$ cat src/rtl/axis_pkt_stats.sv
`default_nettype none
// ============================================================================
//  Module      : axis_pkt_stats
//  Description : Passive AXI4-Stream tap. Measures the byte length of each
//                packet from tkeep, flags malformed/oversize packets and keeps
//                saturating packet/byte/error counters plus min/max length of
//                good packets. Never drives tready.
//  Revision    : 1.0 - initial release
// ============================================================================
module axis_pkt_stats #(
  parameter int DATA_WIDTH    = 64,
  parameter int KEEP_WIDTH    = DATA_WIDTH / 8,
  parameter int LEN_WIDTH     = 16,
  parameter int CNT_WIDTH     = 32,
  parameter int MAX_PKT_BYTES = 9600
) (
  input  logic                  axis_aclk,
  input  logic                  axis_aresetn,
  input  logic                  axis_tvalid,
  input  logic                  axis_tready,
  input  logic [DATA_WIDTH-1:0] axis_tdata,
  input  logic                  axis_tlast,
  input  logic [KEEP_WIDTH-1:0] axis_tkeep,
  input  logic                  stat_clear,
  output logic                  pkt_len_valid,
  output logic [LEN_WIDTH-1:0]  pkt_len_bytes,
  output logic                  pkt_err,
  output logic [CNT_WIDTH-1:0]  pkt_cnt,
  output logic [CNT_WIDTH-1:0]  byte_cnt,
  output logic [CNT_WIDTH-1:0]  err_cnt,
  output logic [LEN_WIDTH-1:0]  max_len,
  output logic [LEN_WIDTH-1:0]  min_len
);

  // Accumulator carries one extra bit so "at or beyond 2^LEN_WIDTH" is
  // representable; it sticks at 2^LEN_WIDTH instead of wrapping.
  localparam int C_ACC_W = LEN_WIDTH + 1;
  localparam int C_SUM_W = LEN_WIDTH + 2;
  localparam int C_KC_W  = $clog2(KEEP_WIDTH + 1);
  localparam logic [C_ACC_W-1:0] C_ACC_SAT = {1'b1, {LEN_WIDTH{1'b0}}};

  // tdata is carried only for tap compatibility.
  logic unused_tdata;
  assign unused_tdata = ^axis_tdata;

  logic [C_ACC_W-1:0]   acc_q, acc_d;
  logic                 err_q, err_d;
  logic                 len_valid_q, len_valid_d;
  logic [LEN_WIDTH-1:0] len_q, len_d;
  logic                 perr_q, perr_d;
  logic [CNT_WIDTH-1:0] pkt_cnt_q, pkt_cnt_d;
  logic [CNT_WIDTH-1:0] byte_cnt_q, byte_cnt_d;
  logic [CNT_WIDTH-1:0] err_cnt_q, err_cnt_d;
  logic [LEN_WIDTH-1:0] max_len_q, max_len_d;
  logic [LEN_WIDTH-1:0] min_len_q, min_len_d;

  logic                 beat;
  logic                 done;
  logic [C_KC_W-1:0]    keep_ones;
  logic                 keep_full;
  logic                 keep_contig;
  logic                 beat_legal;
  logic [C_KC_W-1:0]    beat_bytes;
  logic [C_SUM_W-1:0]   acc_sum;
  logic [C_ACC_W-1:0]   acc_next;
  logic [LEN_WIDTH-1:0] len_final;
  logic                 oversize;
  logic                 err_final;

  // Beat qualification, tkeep legality and the length of the packet so far.
  always_comb begin
    keep_ones = '0;
    for (int i = 0; i < KEEP_WIDTH; i++) begin
      keep_ones = keep_ones + C_KC_W'(axis_tkeep[i]);
    end
    beat        = axis_tvalid & axis_tready;
    done        = beat & axis_tlast;
    keep_full   = &axis_tkeep;
    // Contiguous from LSB: non-zero and x & (x+1) == 0.
    keep_contig = (axis_tkeep != '0) &&
                  ((axis_tkeep & (axis_tkeep + KEEP_WIDTH'(1))) == '0);
    beat_legal  = axis_tlast ? keep_contig : keep_full;
    beat_bytes  = beat_legal ? keep_ones : '0;
    acc_sum     = C_SUM_W'(acc_q) + C_SUM_W'(beat_bytes);
    acc_next    = (acc_sum >= C_SUM_W'(C_ACC_SAT)) ? C_ACC_SAT : acc_sum[C_ACC_W-1:0];
    len_final   = acc_next[LEN_WIDTH] ? '1 : acc_next[LEN_WIDTH-1:0];
    oversize    = 64'(acc_next) > 64'(MAX_PKT_BYTES);
    err_final   = err_q | ~beat_legal | oversize;
  end

  // Next state of the in-flight accumulator and the per-packet result.
  always_comb begin
    acc_d       = acc_q;
    err_d       = err_q;
    len_valid_d = done;
    len_d       = len_q;
    perr_d      = perr_q;
    if (beat) begin
      if (axis_tlast) begin
        acc_d  = '0;
        err_d  = 1'b0;
        len_d  = len_final;
        perr_d = err_final;
      end else begin
        acc_d  = acc_next;
        err_d  = err_q | ~beat_legal;
      end
    end
  end

  // Statistics: clear applies first, then the completing packet is folded in.
  always_comb begin
    logic [CNT_WIDTH:0] byte_sum;
    pkt_cnt_d  = stat_clear ? '0 : pkt_cnt_q;
    byte_cnt_d = stat_clear ? '0 : byte_cnt_q;
    err_cnt_d  = stat_clear ? '0 : err_cnt_q;
    max_len_d  = stat_clear ? '0 : max_len_q;
    min_len_d  = stat_clear ? '1 : min_len_q;
    byte_sum   = (CNT_WIDTH + 1)'(byte_cnt_d) + (CNT_WIDTH + 1)'(len_final);
    if (done) begin
      if (pkt_cnt_d != '1) begin
        pkt_cnt_d = pkt_cnt_d + CNT_WIDTH'(1);
      end
      byte_cnt_d = byte_sum[CNT_WIDTH] ? '1 : byte_sum[CNT_WIDTH-1:0];
      if (err_final) begin
        if (err_cnt_d != '1) begin
          err_cnt_d = err_cnt_d + CNT_WIDTH'(1);
        end
      end else begin
        if (len_final > max_len_d) max_len_d = len_final;
        if (len_final < min_len_d) min_len_d = len_final;
      end
    end
  end

  // Packet accumulator and per-packet result registers.
  always_ff @(posedge axis_aclk or negedge axis_aresetn) begin
    if (!axis_aresetn) begin
      acc_q       <= '0;
      err_q       <= 1'b0;
      len_valid_q <= 1'b0;
      len_q       <= '0;
      perr_q      <= 1'b0;
    end else begin
      acc_q       <= acc_d;
      err_q       <= err_d;
      len_valid_q <= len_valid_d;
      len_q       <= len_d;
      perr_q      <= perr_d;
    end
  end

  // Statistics registers; min_len idles at all-ones so the first good packet wins.
  always_ff @(posedge axis_aclk or negedge axis_aresetn) begin
    if (!axis_aresetn) begin
      pkt_cnt_q  <= '0;
      byte_cnt_q <= '0;
      err_cnt_q  <= '0;
      max_len_q  <= '0;
      min_len_q  <= '1;
    end else begin
      pkt_cnt_q  <= pkt_cnt_d;
      byte_cnt_q <= byte_cnt_d;
      err_cnt_q  <= err_cnt_d;
      max_len_q  <= max_len_d;
      min_len_q  <= min_len_d;
    end
  end

  assign pkt_len_valid = len_valid_q;
  assign pkt_len_bytes = len_q;
  assign pkt_err       = perr_q;
  assign pkt_cnt       = pkt_cnt_q;
  assign byte_cnt      = byte_cnt_q;
  assign err_cnt       = err_cnt_q;
  assign max_len       = max_len_q;
  assign min_len       = min_len_q;

endmodule
`default_nettype wire
$ cat config.mk
export PLATFORM = sky130hd
export DESIGN_NAME = axis_pkt_stats
export DESIGN_NICKNAME = d
export VERILOG_FILES = /design/src/rtl/axis_pkt_stats.sv
export SDC_FILE = /design/constraint.sdc
export NUM_CORES = 1
export LEC_CHECK = 0
export CAP_MARGIN = 0
export CORE_UTILIZATION = 56
export CTS_CLUSTER_SIZE = 28
export DETAILED_ROUTE_END_ITERATION = 10
export HOLD_SLACK_MARGIN = 0.1
export PLACE_DENSITY = 0.87
export SYNTH_ARGS = -nofsm -noshare
export SYNTH_HDL_FRONTEND = slang
export SYNTH_SLANG_ARGS = --single-unit
$ cat constraint.sdc
create_clock -name axis_aclk -period 10.22 [get_ports axis_aclk]
set_clock_uncertainty 0.2 [all_clocks]
set_input_delay 3.066 -clock axis_aclk [delete_from_list [all_inputs] [get_ports axis_aclk]]
set_output_delay 3.066 -clock axis_aclk [all_outputs]
set_load 0.03 [all_outputs]
==> implementation parameters <==
Parameter                              Value

Cells and area
  Fin nets    ~1400
  Share of layout cells above drive strength 1    about 13%
  Count of fill cells added during filler insertion    between 1000 and 1500
  Most common cell after layout, fill and taps aside    sky130_fd_sc_hd__clkdlybuf4s50_1
  Area growth from synthesis to layout    27.9%
  Area used by multi-input combinational logic    approximately 0.0059 mm^2
  Diodes inserted    0
  Commonest non-fill, non-tap cells in the layout    sky130_fd_sc_hd__clkdlybuf4s50_1, sky130_fd_sc_hd__dfrtp_1, sky130_fd_sc_hd__nor2_1
  Storage cell area    slightly above 0.004 mm^2
  Post-route cell area    0.0132 mm^2

Logic synthesis
  Synth Area per Inst    9.41 um^2
  #FFs+latches synth    164
  Synth warn    0
  Post-Syn Area    0.0103 mm^2
  Dominant synthesized flop cell    sky130_fd_sc_hd__dfrtp_1
  Synth unique cells    93
  Synthesized net count    between 1000 and 1500
  Instance count of the mapped netlist    1099
  Synth async-reset ratio    100%
  Post-synth EDFFs    0
  Sequential share of the synthesized area    approximately 40%

Worst setup path
  Critical Path AT    around 10 ns
  Largest fanout on the critical path    7
  Reg2reg end    byte_cnt[6]
  Setup slack, reg-to-reg    between 5 and 6 ns
  Cell with the largest stage delay on the worst path    sky130_fd_sc_hd__fa_1
  Delay of the slowest cell on the worst path    0.55 ns
  Crit Path Class    primary input to flip-flop
  Launch instance of the worst register-to-register path    acc_q[0]
  Crit start category    primary input
  Kind of end point of the critical path    flip-flop
  CP most frequent cell    sky130_fd_sc_hd__fa_1
  Worst Path Required    10.33 ns
  R2R cell count    22

Floorplanning
  Cell row count    49
  Die extent in y    138 um
  IO Pins    around 220
  Core box area    about 0.018 mm^2
  Total Die Area    0.0190 mm^2
  Width of the die    roughly 140 um
  Initial standard-cell utilization of the core    a little under three fifths

Pwr
  Part of the power in combinational logic    just under 9%
  Portion of total power attributed to sequential cells    45.3%
  Internal power contribution    1.10 mW
  Lkg Pwr    between 5 and 6 nW
  Maximum vdd drop    approximately 0.00011 V
  Switching Share    between 20% and 30%
  Total power density per cell area    roughly 110 mW/mm^2
  Net Switching    ~0.37 mW
  Part of the total power dissipated in the clock network    45.9%

STA
  Final-layout worst hold slack    0.280 ns
  Final-layout setup total negative slack    0 ns
  Final Setup Violations    0
  Final critical-path required period    about 10 ns
  Slew at the pin with the worst max-slew slack    between 1 and 1.5 ns
  Maximum clock rate    between 90 and 100 MHz
  Count of final max-slew check failures    0
  Worst-case setup margin in the final layout    ~0.21 ns
  Crit share post-route    between 90% and 100%
  Final Hold Viols    0
  Slew HR    30.0%

Clocking
  CTS tree    built
  TritonCTS Buffers    17
  Maximum root-to-sink buffer count    2
  Clock net sink count    ~160
  Clk pin slew, worst setup/hold paths    0.07 ns
  Cell at the root of the clock tree    sky130_fd_sc_hd__clkbuf_16
  H-tree depth    4
  Clock insertion delay at the later pin of the skew report    0.43 ns
  Number of buffers inserted for hold repair after clock tree synthesis    0

Worst hold path
  Worst Hold Endpoint    pkt_len_bytes[5]
  Path category of the worst min-delay check    flip-flop to flip-flop
  Cell depth of the worst hold path    2
  Source of the worst hold timing path    pkt_len_bytes[5]

Global routing
  Pin count of the biggest net entering global routing    ~110
  Number of global-route vias before repair    about 9000
  GRT Util Overall    about 30%
  Antenna violations before repair    0
  First-pass GRT wire length    around 44 mm
  GRT overflow    0

Place
  Post-detailed-placement cell area    between 0.01 and 0.015 mm^2
  Worst setup slack before clock tree synthesis    -0.339 ns
  Detailed placer's ending HPWL    just over 20 mm
  Number of buffers inserted by port buffering    between 150 and 200
  Placer Congestion    ~0.9

Detailed routing
  Avg WL per Cell    ~18 um
  Number of nets with antenna violations after detailed routing    0
  Vias    about 9200
  Initial detailed-routing violation count    822
  Detailed-route wire length    around 28 mm
  Pre-Repair DR Iteration Count    6
  Number of vias per cell    5.96
  # DRC    0

Status
  Result of the run    finished clean

Flow run
  Maximum Capacitance Violations    0
## worst max-delay path, delay by kind of cell
kind                       cells  cell delay (ns)
adders and majority gates      8             3.19
AOI/OAI and AO/OA              9             1.97
buffers and inverters          6             1.02
and+or+nand+nor                7             0.89
## synthesized netlist by cell type, types with 3 or more instances
library cell,instances,area share (%)
sky130_fd_sc_hd__a211oi_1,10,0.73
sky130_fd_sc_hd__a21o_1,12,0.87
sky130_fd_sc_hd__a21oi_1,33,1.6
sky130_fd_sc_hd__a22o_1,5,0.42
sky130_fd_sc_hd__a31oi_1,12,0.73
sky130_fd_sc_hd__and2_1,22,1.3
sky130_fd_sc_hd__and3_1,22,1.3
sky130_fd_sc_hd__and4_1,14,1.2
sky130_fd_sc_hd__buf_2,6,0.29
sky130_fd_sc_hd__clkbuf_1,33,1.2
sky130_fd_sc_hd__dfrtp_1,148,36
sky130_fd_sc_hd__dfstp_2,16,4.1
sky130_fd_sc_hd__fa_1,6,1.2
sky130_fd_sc_hd__ha_1,49,5.9
sky130_fd_sc_hd__inv_1,35,1.3
sky130_fd_sc_hd__maj3_1,3,0.29
sky130_fd_sc_hd__mux2i_1,29,2.8
sky130_fd_sc_hd__nand2_1,91,3.3
sky130_fd_sc_hd__nand2b_1,36,2.2
sky130_fd_sc_hd__nand3_1,40,1.9
sky130_fd_sc_hd__nand4_1,21,1.3
sky130_fd_sc_hd__nand4b_1,3,0.25
sky130_fd_sc_hd__nor2_1,98,3.6
sky130_fd_sc_hd__nor2b_1,45,2.7
sky130_fd_sc_hd__nor3_1,23,1.1
sky130_fd_sc_hd__nor4_1,7,0.42
sky130_fd_sc_hd__o2111ai_1,3,0.25
sky130_fd_sc_hd__o211ai_1,6,0.44
sky130_fd_sc_hd__o21a_1,6,0.44
sky130_fd_sc_hd__o21ai_0,47,2.3
sky130_fd_sc_hd__o21ai_1,23,1.1
sky130_fd_sc_hd__o21ai_2,3,0.25
sky130_fd_sc_hd__o21bai_1,4,0.29
sky130_fd_sc_hd__o22ai_1,3,0.18
sky130_fd_sc_hd__o31a_1,3,0.25
sky130_fd_sc_hd__o31ai_1,4,0.29
sky130_fd_sc_hd__or3_1,12,0.73
sky130_fd_sc_hd__xnor2_1,58,4.9
sky130_fd_sc_hd__xor2_1,37,3.1
## what timing repair did
| item | 4_1_cts | 5_1_grt |
|---|---|---|
| buffers inserted | 0 | 1 |
| setup endpoints to repair | 0 | 32 |
| resized for setup | 0 | 13 |
## final cells by class
class                      instances  share of cell area, %
multi-input combinational        854                   44.9
sequential                       164                   31.2
timing repair buffer             226                   16.1
clock buffer                      18                   3.32
tap                              229                   2.17
clock inverter                    14                   1.32
inverter                          36                   1.02
## power groups by stage
stage	sequential, mW	combinational, mW	clock, mW
2_1_floorplan	0.683	0.0652	0
3_3_place_gp	0.673	0.123	0
3_5_place_dp	0.673	0.127	0
4_1_cts	0.662	0.128	0.677
5_1_grt	0.662	0.141	0.708
6_report	0.662	0.129	0.671
## metrics by stage
| step | power (mW) | std cells | util, % |
|---|---|---|---|
| CTS | 1.47 | 1540 | 73.1 |
| finish | 1.46 | 1541 | 73.4 |
| detailed placement | 0.800 | 1508 | 69.7 |
| global placement | 0.796 | 1508 | 69.7 |
| floorplan | 0.748 | 1099 | - |
| global route | 1.51 | 1541 | 73.4 |
## per-layer routing
metal / global-route usage, % / wire length [um]
met3: 6.18 / 2030
met2: 48.8 / 13300
met1: 38.6 / 11800
met4: 13.0 / 977
met5: 0 / 0
## state kept, by name, indices dropped and copies added, names as in the netlist
| signal | flops |
|---|---|
| byte_cnt | 32 |
| err_cnt | 32 |
| pkt_cnt | 32 |
| acc_q | 17 |
| max_len | 16 |
| min_len | 16 |
| pkt_len_bytes | 16 |
| err_q | 1 |
| pkt_err | 1 |
| pkt_len_valid | 1 |
## cells by family (layout without fill, tap and decap cells)
group | count (synthesis) | count (layout) | synth area share, %
and+or+nand+nor | 459 | 459 | 24.0
AOI/OAI and AO/OA | 209 | 209 | 14.3
DFF | 164 | 164 | 39.9
xor gates and xnor gates | 95 | 95 | 8.05
buffers and inverters | 81 | 294 | 3.23
adders and majority gates | 59 | 59 | 7.49
muxes | 32 | 32 | 3.13
## worst max-delay path by stage
stage                              to          start  slack [ns]
after global placement    byte_cnt[6]  axis_tkeep[0]       -0.22
after detailed placement  byte_cnt[6]  axis_tkeep[0]       -0.34
final                     byte_cnt[6]  axis_tkeep[0]        0.21
after floorplan           byte_cnt[6]  axis_tkeep[0]        0.02
after global routing      byte_cnt[6]  axis_tkeep[0]       -0.05
after CTS                 byte_cnt[6]  axis_tkeep[0]        0.06
No activity file was read; power rests on OpenSTA's default activity.
